`src/rtl/markov_chain_merge.sv`:
```
// Merges two packed Markov-chain tables: A is copied, then each B entry is
// summed into a matching A/appended slot or appended after the last used slot.
module markov_chain_merge #(
   parameter int NOTE_BIT_LEN     = 5,
   parameter int DELAY_BIT_LEN    = 3,
   parameter int SEQUENCE_LEN     = 2,
   parameter int SEQ_CNT_BIT_LEN  = 8,
   parameter int MARKOV_CHAIN_LEN = 8,
   localparam int ENTRY_W = SEQUENCE_LEN*(NOTE_BIT_LEN+DELAY_BIT_LEN)+SEQ_CNT_BIT_LEN,
   localparam int SEQ_W   = ENTRY_W-SEQ_CNT_BIT_LEN,
   localparam int FILL_W  = $clog2(2*MARKOV_CHAIN_LEN+1)
) (
   input  logic                                  clk,
   input  logic                                  reset,
   input  logic                                  start,
   input  logic [ENTRY_W*MARKOV_CHAIN_LEN-1:0]   chainA,
   input  logic [ENTRY_W*MARKOV_CHAIN_LEN-1:0]   chainB,
   output logic [ENTRY_W*2*MARKOV_CHAIN_LEN-1:0] merged,
   output logic [FILL_W-1:0]                     fill,
   output logic                                  sat,
   output logic                                  done
);

   localparam int LEN   = MARKOV_CHAIN_LEN;
   localparam int SLOTS = 2*MARKOV_CHAIN_LEN;
   localparam int CNT_W = SEQ_CNT_BIT_LEN;
   localparam int IDX_W = $clog2(SLOTS);
   localparam int JW    = (LEN > 1) ? $clog2(LEN) : 1;

   typedef enum logic [1:0] {S_IDLE, S_LOAD, S_SCAN, S_DONE} state_t;

   state_t               state_q, state_d;
   logic [ENTRY_W-1:0]   merged_q [SLOTS];
   logic [ENTRY_W-1:0]   merged_d [SLOTS];
   logic [FILL_W-1:0]    fill_q, fill_d;
   logic [FILL_W-1:0]    k_q, k_d;
   logic [JW-1:0]        j_q, j_d;
   logic                 sat_q, sat_d;

   logic [ENTRY_W-1:0]   a_ent [LEN];
   logic [ENTRY_W-1:0]   b_ent [LEN];
   logic [ENTRY_W-1:0]   b_cur, m_cur;
   logic [IDX_W-1:0]     k_slot, f_slot;
   logic [CNT_W:0]       sum;
   logic [CNT_W-1:0]     cnt_new;
   logic                 advance;

   always_comb begin
      for (int unsigned i = 0; i < LEN; i++) begin
         a_ent[i] = chainA[i*ENTRY_W +: ENTRY_W];
         b_ent[i] = chainB[i*ENTRY_W +: ENTRY_W];
      end
   end

   // Slot indices are truncated from fill/k; fill never exceeds SLOTS-1 when used as a write slot.
   always_comb begin
      b_cur   = b_ent[j_q];
      k_slot  = k_q[IDX_W-1:0];
      f_slot  = fill_q[IDX_W-1:0];
      m_cur   = merged_q[k_slot];
      sum     = {1'b0, m_cur[CNT_W-1:0]} + {1'b0, b_cur[CNT_W-1:0]};
      cnt_new = sum[CNT_W] ? {CNT_W{1'b1}} : sum[CNT_W-1:0];
   end

   always_comb begin
      state_d  = state_q;
      merged_d = merged_q;
      fill_d   = fill_q;
      k_d      = k_q;
      j_d      = j_q;
      sat_d    = sat_q;
      advance  = 1'b0;
      case (state_q)
         S_IDLE: begin
            if (start) begin
               state_d = S_LOAD;
               sat_d   = 1'b0;
            end
         end
         S_LOAD: begin
            for (int unsigned i = 0; i < LEN; i++) begin
               merged_d[i]     = a_ent[i];
               merged_d[i+LEN] = '0;
            end
            fill_d  = FILL_W'(LEN);
            j_d     = '0;
            k_d     = '0;
            state_d = S_SCAN;
         end
         S_SCAN: begin
            if (b_cur[CNT_W-1:0] == '0) begin
               advance = 1'b1;
            end else if (k_q < fill_q) begin
               if ((m_cur[CNT_W-1:0] != '0) &&
                   (m_cur[ENTRY_W-1:CNT_W] == b_cur[ENTRY_W-1:CNT_W])) begin
                  merged_d[k_slot] = {m_cur[ENTRY_W-1:CNT_W], cnt_new};
                  if (sum[CNT_W]) sat_d = 1'b1;
                  advance = 1'b1;
               end else begin
                  k_d = k_q + FILL_W'(1);
               end
            end else begin
               merged_d[f_slot] = b_cur;
               fill_d  = fill_q + FILL_W'(1);
               advance = 1'b1;
            end
            if (advance) begin
               j_d = j_q + JW'(1);
               k_d = '0;
               if (j_q == JW'(LEN-1)) state_d = S_DONE;
            end
         end
         S_DONE: begin
            if (!start) state_d = S_IDLE;
         end
         default: state_d = S_IDLE;
      endcase
   end

   always_ff @(posedge clk or negedge reset) begin
      if (!reset) begin
         state_q <= S_IDLE;
         fill_q  <= '0;
         k_q     <= '0;
         j_q     <= '0;
         sat_q   <= 1'b0;
         for (int unsigned i = 0; i < SLOTS; i++) merged_q[i] <= '0;
      end else begin
         state_q  <= state_d;
         fill_q   <= fill_d;
         k_q      <= k_d;
         j_q      <= j_d;
         sat_q    <= sat_d;
         merged_q <= merged_d;
      end
   end

   always_comb begin
      for (int unsigned i = 0; i < SLOTS; i++) merged[i*ENTRY_W +: ENTRY_W] = merged_q[i];
   end

   assign fill = fill_q;
   assign sat  = sat_q;
   assign done = (state_q == S_DONE);

endmodule

```
`config.mk`:
```
export PLATFORM = sky130hd
export DESIGN_NAME = markov_chain_merge
export DESIGN_NICKNAME = d
export VERILOG_FILES = /design/src/rtl/markov_chain_merge.sv
export SDC_FILE = /design/constraint.sdc
export NUM_CORES = 1
export LEC_CHECK = 0
export CAP_MARGIN = 20
export CORE_AREA = 2 2 306 308
export CTS_CLUSTER_DIAMETER = 60
export CTS_CLUSTER_SIZE = 24
export DETAILED_ROUTE_END_ITERATION = 6
export DIE_AREA = 0 0 308 310
export HOLD_SLACK_MARGIN = 0.06
export PLACE_DENSITY = 0.64
export SYNTH_ARGS = -nofsm -noshare
export SYNTH_HDL_FRONTEND = slang
export SYNTH_SLANG_ARGS = --single-unit
```
`constraint.sdc`:
```
create_clock -name clk -period 6.65 [get_ports clk]
set_clock_uncertainty 0.15 [all_clocks]
set_input_delay 1.33 -clock clk [delete_from_list [all_inputs] [get_ports clk]]
set_output_delay 1.33 -clock clk [all_outputs]
set_load 0.01 [all_outputs]
```
==> results by group <==
Die
  – Initial Utilization: 0.2811
  – Core area: slightly above 90,000 um2
  – I/O Pins: roughly 800
  – Die Ht: 310 um
  – Die W: slightly above 300 um
  – Floorplan row count: 112
  – Die area: ~95,000 um2

Yosys
  – Ys flop type: dfrtp_1
  – Syn nets: 2,539
  – Post-synth EDFFs: 0
  – YS warnings: 0
  – Gate Count Post-Synth: around 2,100
  – Post-Syn Area: 26,000 um2
  – Share of the yosys chip area belonging to registers: 0.3850
  – Yosys cell types: 59
  – Ys async rst share: 1.000
  – Syn_area_per_cell: 12.24 um2
  – Seq cells post-synth: 400

Min path
  – Min-Delay Path Depth: 1
  – Min-Delay Path Class: flop to flop
  – WHS Endpoint: k_q[4]$_DFFE_PN0P_
  – HP Start: k_q[4]$_DFFE_PN0P_

Drt
  – Drt initial violations: about 3,100
  – DR vias: 24,353
  – Drt drc: 0
  – Final ANT Viol Nets: 0
  – Routed wire length: approximately 140 mm
  – Routed WL per cell: ~35 um
  – DR vias/cell: roughly 6
  – Detailed Routing Iterations Pass 1: 6

Timing
  – Fin crit share: 0.8429
  – Worst rel slew slack: 0.2714
  – Peak Freq: 178.4 MHz
  – RSZ-0062 raised after global routing: no
  – Worst slew pin tran: between 1 and 1.5 ns
  – Crit path time final: 5.605 ns
  – Setup TNS: 0 ns
  – Final Setup Violations: 0
  – Max Slew Vio Count: 0
  – Final Hold Fails: 0

Clocking
  – Worst-path clk slew: around 0.07 ns
  – Post-CTS setup buffer count: 0
  – Clk sinks: 400
  – Max clock buf depth: 3
  – Num CTS Buffers: 40
  – Htree depth: 2
  – Clock latency on the worst-skew pair: 0.62 ns
  – CTS tree: yes
  – Clk root buf: clkbuf_16
  – Resize count post-CTS: 0
  – Hold_buf cts: 0

Worst setup path
  – Worst R2R End: merged[171]$_DFFE_PN0P_
  – Reg2Reg Depth: 15
  – Crit path launch: k_q[0]$_DFFE_PN0P_
  – Crit end category: flop
  – Reg-to-reg startpoint: k_q[0]$_DFFE_PN0P_
  – CP arrival: a little under 6 ns
  – Crit path max fanout: 27
  – R2R Setup Slk: ~1.0 ns
  – Crit path launch type: flop
  – WS Path Type: flop to flop
  – WP data required: approximately 7.0 ns

Final layout
  – Final nets: between 3,000 and 4,000
  – Layout Utilization: 0.3959
  – Area Overhead vs Synth: 40.86%
  – Share of cells above drive strength 1: 0.2750

Run
  – Max_cap viols: 0

Power
  – Leakage: between 15 and 20 nW
  – Power per cell area: 498.5 nW/um2
  – Worst vdd ir: 375.5 uV

Placement
  – Gpl congestion: around 0.91
  – Hpwl dp: roughly 110 mm
  – Port buffer count: a little under 800

Global route
  – Overall Global Routing Usage: 0.2910
  – Vias in the first global route: between 20,000 and 25,000
  – Initial antenna violation count: 19
  – First-pass GRT wire length: a little under 200 mm
  – Gr ovfl total: 0
  – Largest net degree at the start of global routing: roughly 140

Status
  – Outcome: finished clean
[sequential cells by signal (all words and copies together), names as in the netlist]
| signal | cells |
|---|---|
| state_q | 2 |
| fill | 5 |
| k_q | 5 |
| j_q | 3 |
| sat | 1 |
| merged | 384 |
[area by class of cell]
cell class	instances	area [um2]
Multi-Input combinational cell	1469	14830
Clock buffer	40	1001
Tap cell	1197	1498
Antenna cell	5	12.51
Fill cell	9033	55870
Sequential cell	400	10020
Inverter	23	91.34
Timing Repair Buffer	886	8655
Clock inverter	33	509.2
[cell families after synthesis]
logic type	share of synthesized area
muxes	0.3364
AOI/OAI and AO/OA	0.1409
DFF	0.3850
and+or+nand+nor	0.06921
buffers and inverters	0.04962
adders and majority gates	0.01376
xor gates and xnor gates	0.005054
[synth_stat cells (all sizes together), types with 5 or more instances]
| master | number | area [um2] |
|---|---|---|
| nand4b | 5 | 50.04 |
| nand4 | 9 | 56.30 |
| xor2 | 9 | 78.83 |
| xnor2 | 6 | 52.55 |
| nand3 | 61 | 310.3 |
| clkbuf | 153 | 574.3 |
| ha | 27 | 337.8 |
| mux2 | 389 | 5131 |
| a22oi | 21 | 167.7 |
| inv | 23 | 86.33 |
| mux2i | 33 | 371.6 |
| o22ai | 195 | 1220 |
| a221oi | 7 | 98.85 |
| a22o | 18 | 157.7 |
| buf | 79 | 629.3 |
| mux4 | 144 | 3243 |
| nor2b | 5 | 31.28 |
| a21o | 10 | 75.07 |
| o21ai | 14 | 85.09 |
| a21oi | 9 | 45.04 |
| nand2 | 247 | 1090 |
| dfrtp | 400 | 10010 |
| nor2 | 28 | 105.1 |
| and3 | 5 | 31.28 |
| o221ai | 192 | 1682 |
[how the worst max path moves through the flow]
stage	end	slack, ns
after floorplan	merged[151]$_DFFE_PN0P_	1.06
after detailed placement	merged[122]$_DFFE_PN0P_	0.58
after global placement	merged[122]$_DFFE_PN0P_	0.63
final	merged[171]$_DFFE_PN0P_	1.04
after global routing	merged[122]$_DFFE_PN0P_	0.75
after CTS	merged[122]$_DFFE_PN0P_	1.04
[layer usage]
| layer | up-vias | global-route usage | wire, um |
|---|---|---|---|
| met2 | 1659 | 0.4728 | 67080 |
| met4 | 12 | 0.1099 | 6398 |
| li1 | 9740 | - | - |
| met3 | 300 | 0.06021 | 13280 |
| met5 | - | 0 | 70 |
| met1 | 12642 | 0.3815 | 56600 |
[metrics by stage]
step / hold WS (ns) / area, um2 / power (mW) / setup WS, ns / cells
6_report: 0.3668 / 36620 / 18.25 / 1.045 / 4053
5_1_grt: 0.3924 / 36620 / 18.86 / 0.7538 / 4053
4_1_cts: 0.3656 / 36600 / 18.01 / 1.036 / 4047
3_5_place_dp: 0.3554 / 35080 / 15.37 / 0.5802 / 3974
3_3_place_gp: 0.3380 / 35080 / 15.25 / 0.6252 / 3974
2_1_floorplan: 0.2993 / 26000 / 10.02 / 1.060 / 2124
[critical path, cell delays in order (launching register included)]
cell	delay, ns
dfrtp_4	0.85
buf_4	0.49
mux4_2	0.60
a22oi_1	0.33
nand2_1	0.24
fa_1	0.47
a21o_1	0.22
a21oi_1	0.26
o21bai_1	0.12
a21oi_1	0.28
o21bai_1	0.10
a21o_1	0.29
nor2_1	0.36
buf_4	0.29
o221ai_1	0.13
mux2_4	0.29
[placed cells by master, fill, tap and decap left out, types with 9 or more instances in the layout]
master,netlist,layout
mux2i_1,29,10
ha_1,27,27
clkdlybuf4s50_1,0,776
a22o_1,18,18
clkbuf_16,0,40
a21o_1,10,10
o22ai_1,195,195
a22oi_1,19,19
clkinv_8,0,10
nand2_8,10,10
mux2_2,189,189
xor2_1,9,9
a21oi_1,9,9
inv_1,22,22
mux2i_2,1,20
buf_4,17,104
dfrtp_1,400,395
o221ai_1,192,192
nor2_1,28,24
mux4_2,144,144
nand3_1,60,59
nand2_1,237,232
mux2_4,200,200
nand4_1,9,9
[power breakdown]
part / switching, mW / leakage [nW] / total [mW] / internal [mW]
combinational: 6.67 / 9.31 / 11.4 / 4.78
sequential: 0.994 / 5.25 / 4.16 / 3.16
clock: 1.34 / 0.722 / 2.65 / 1.30
No activity file was read; power rests on OpenSTA's default activity.
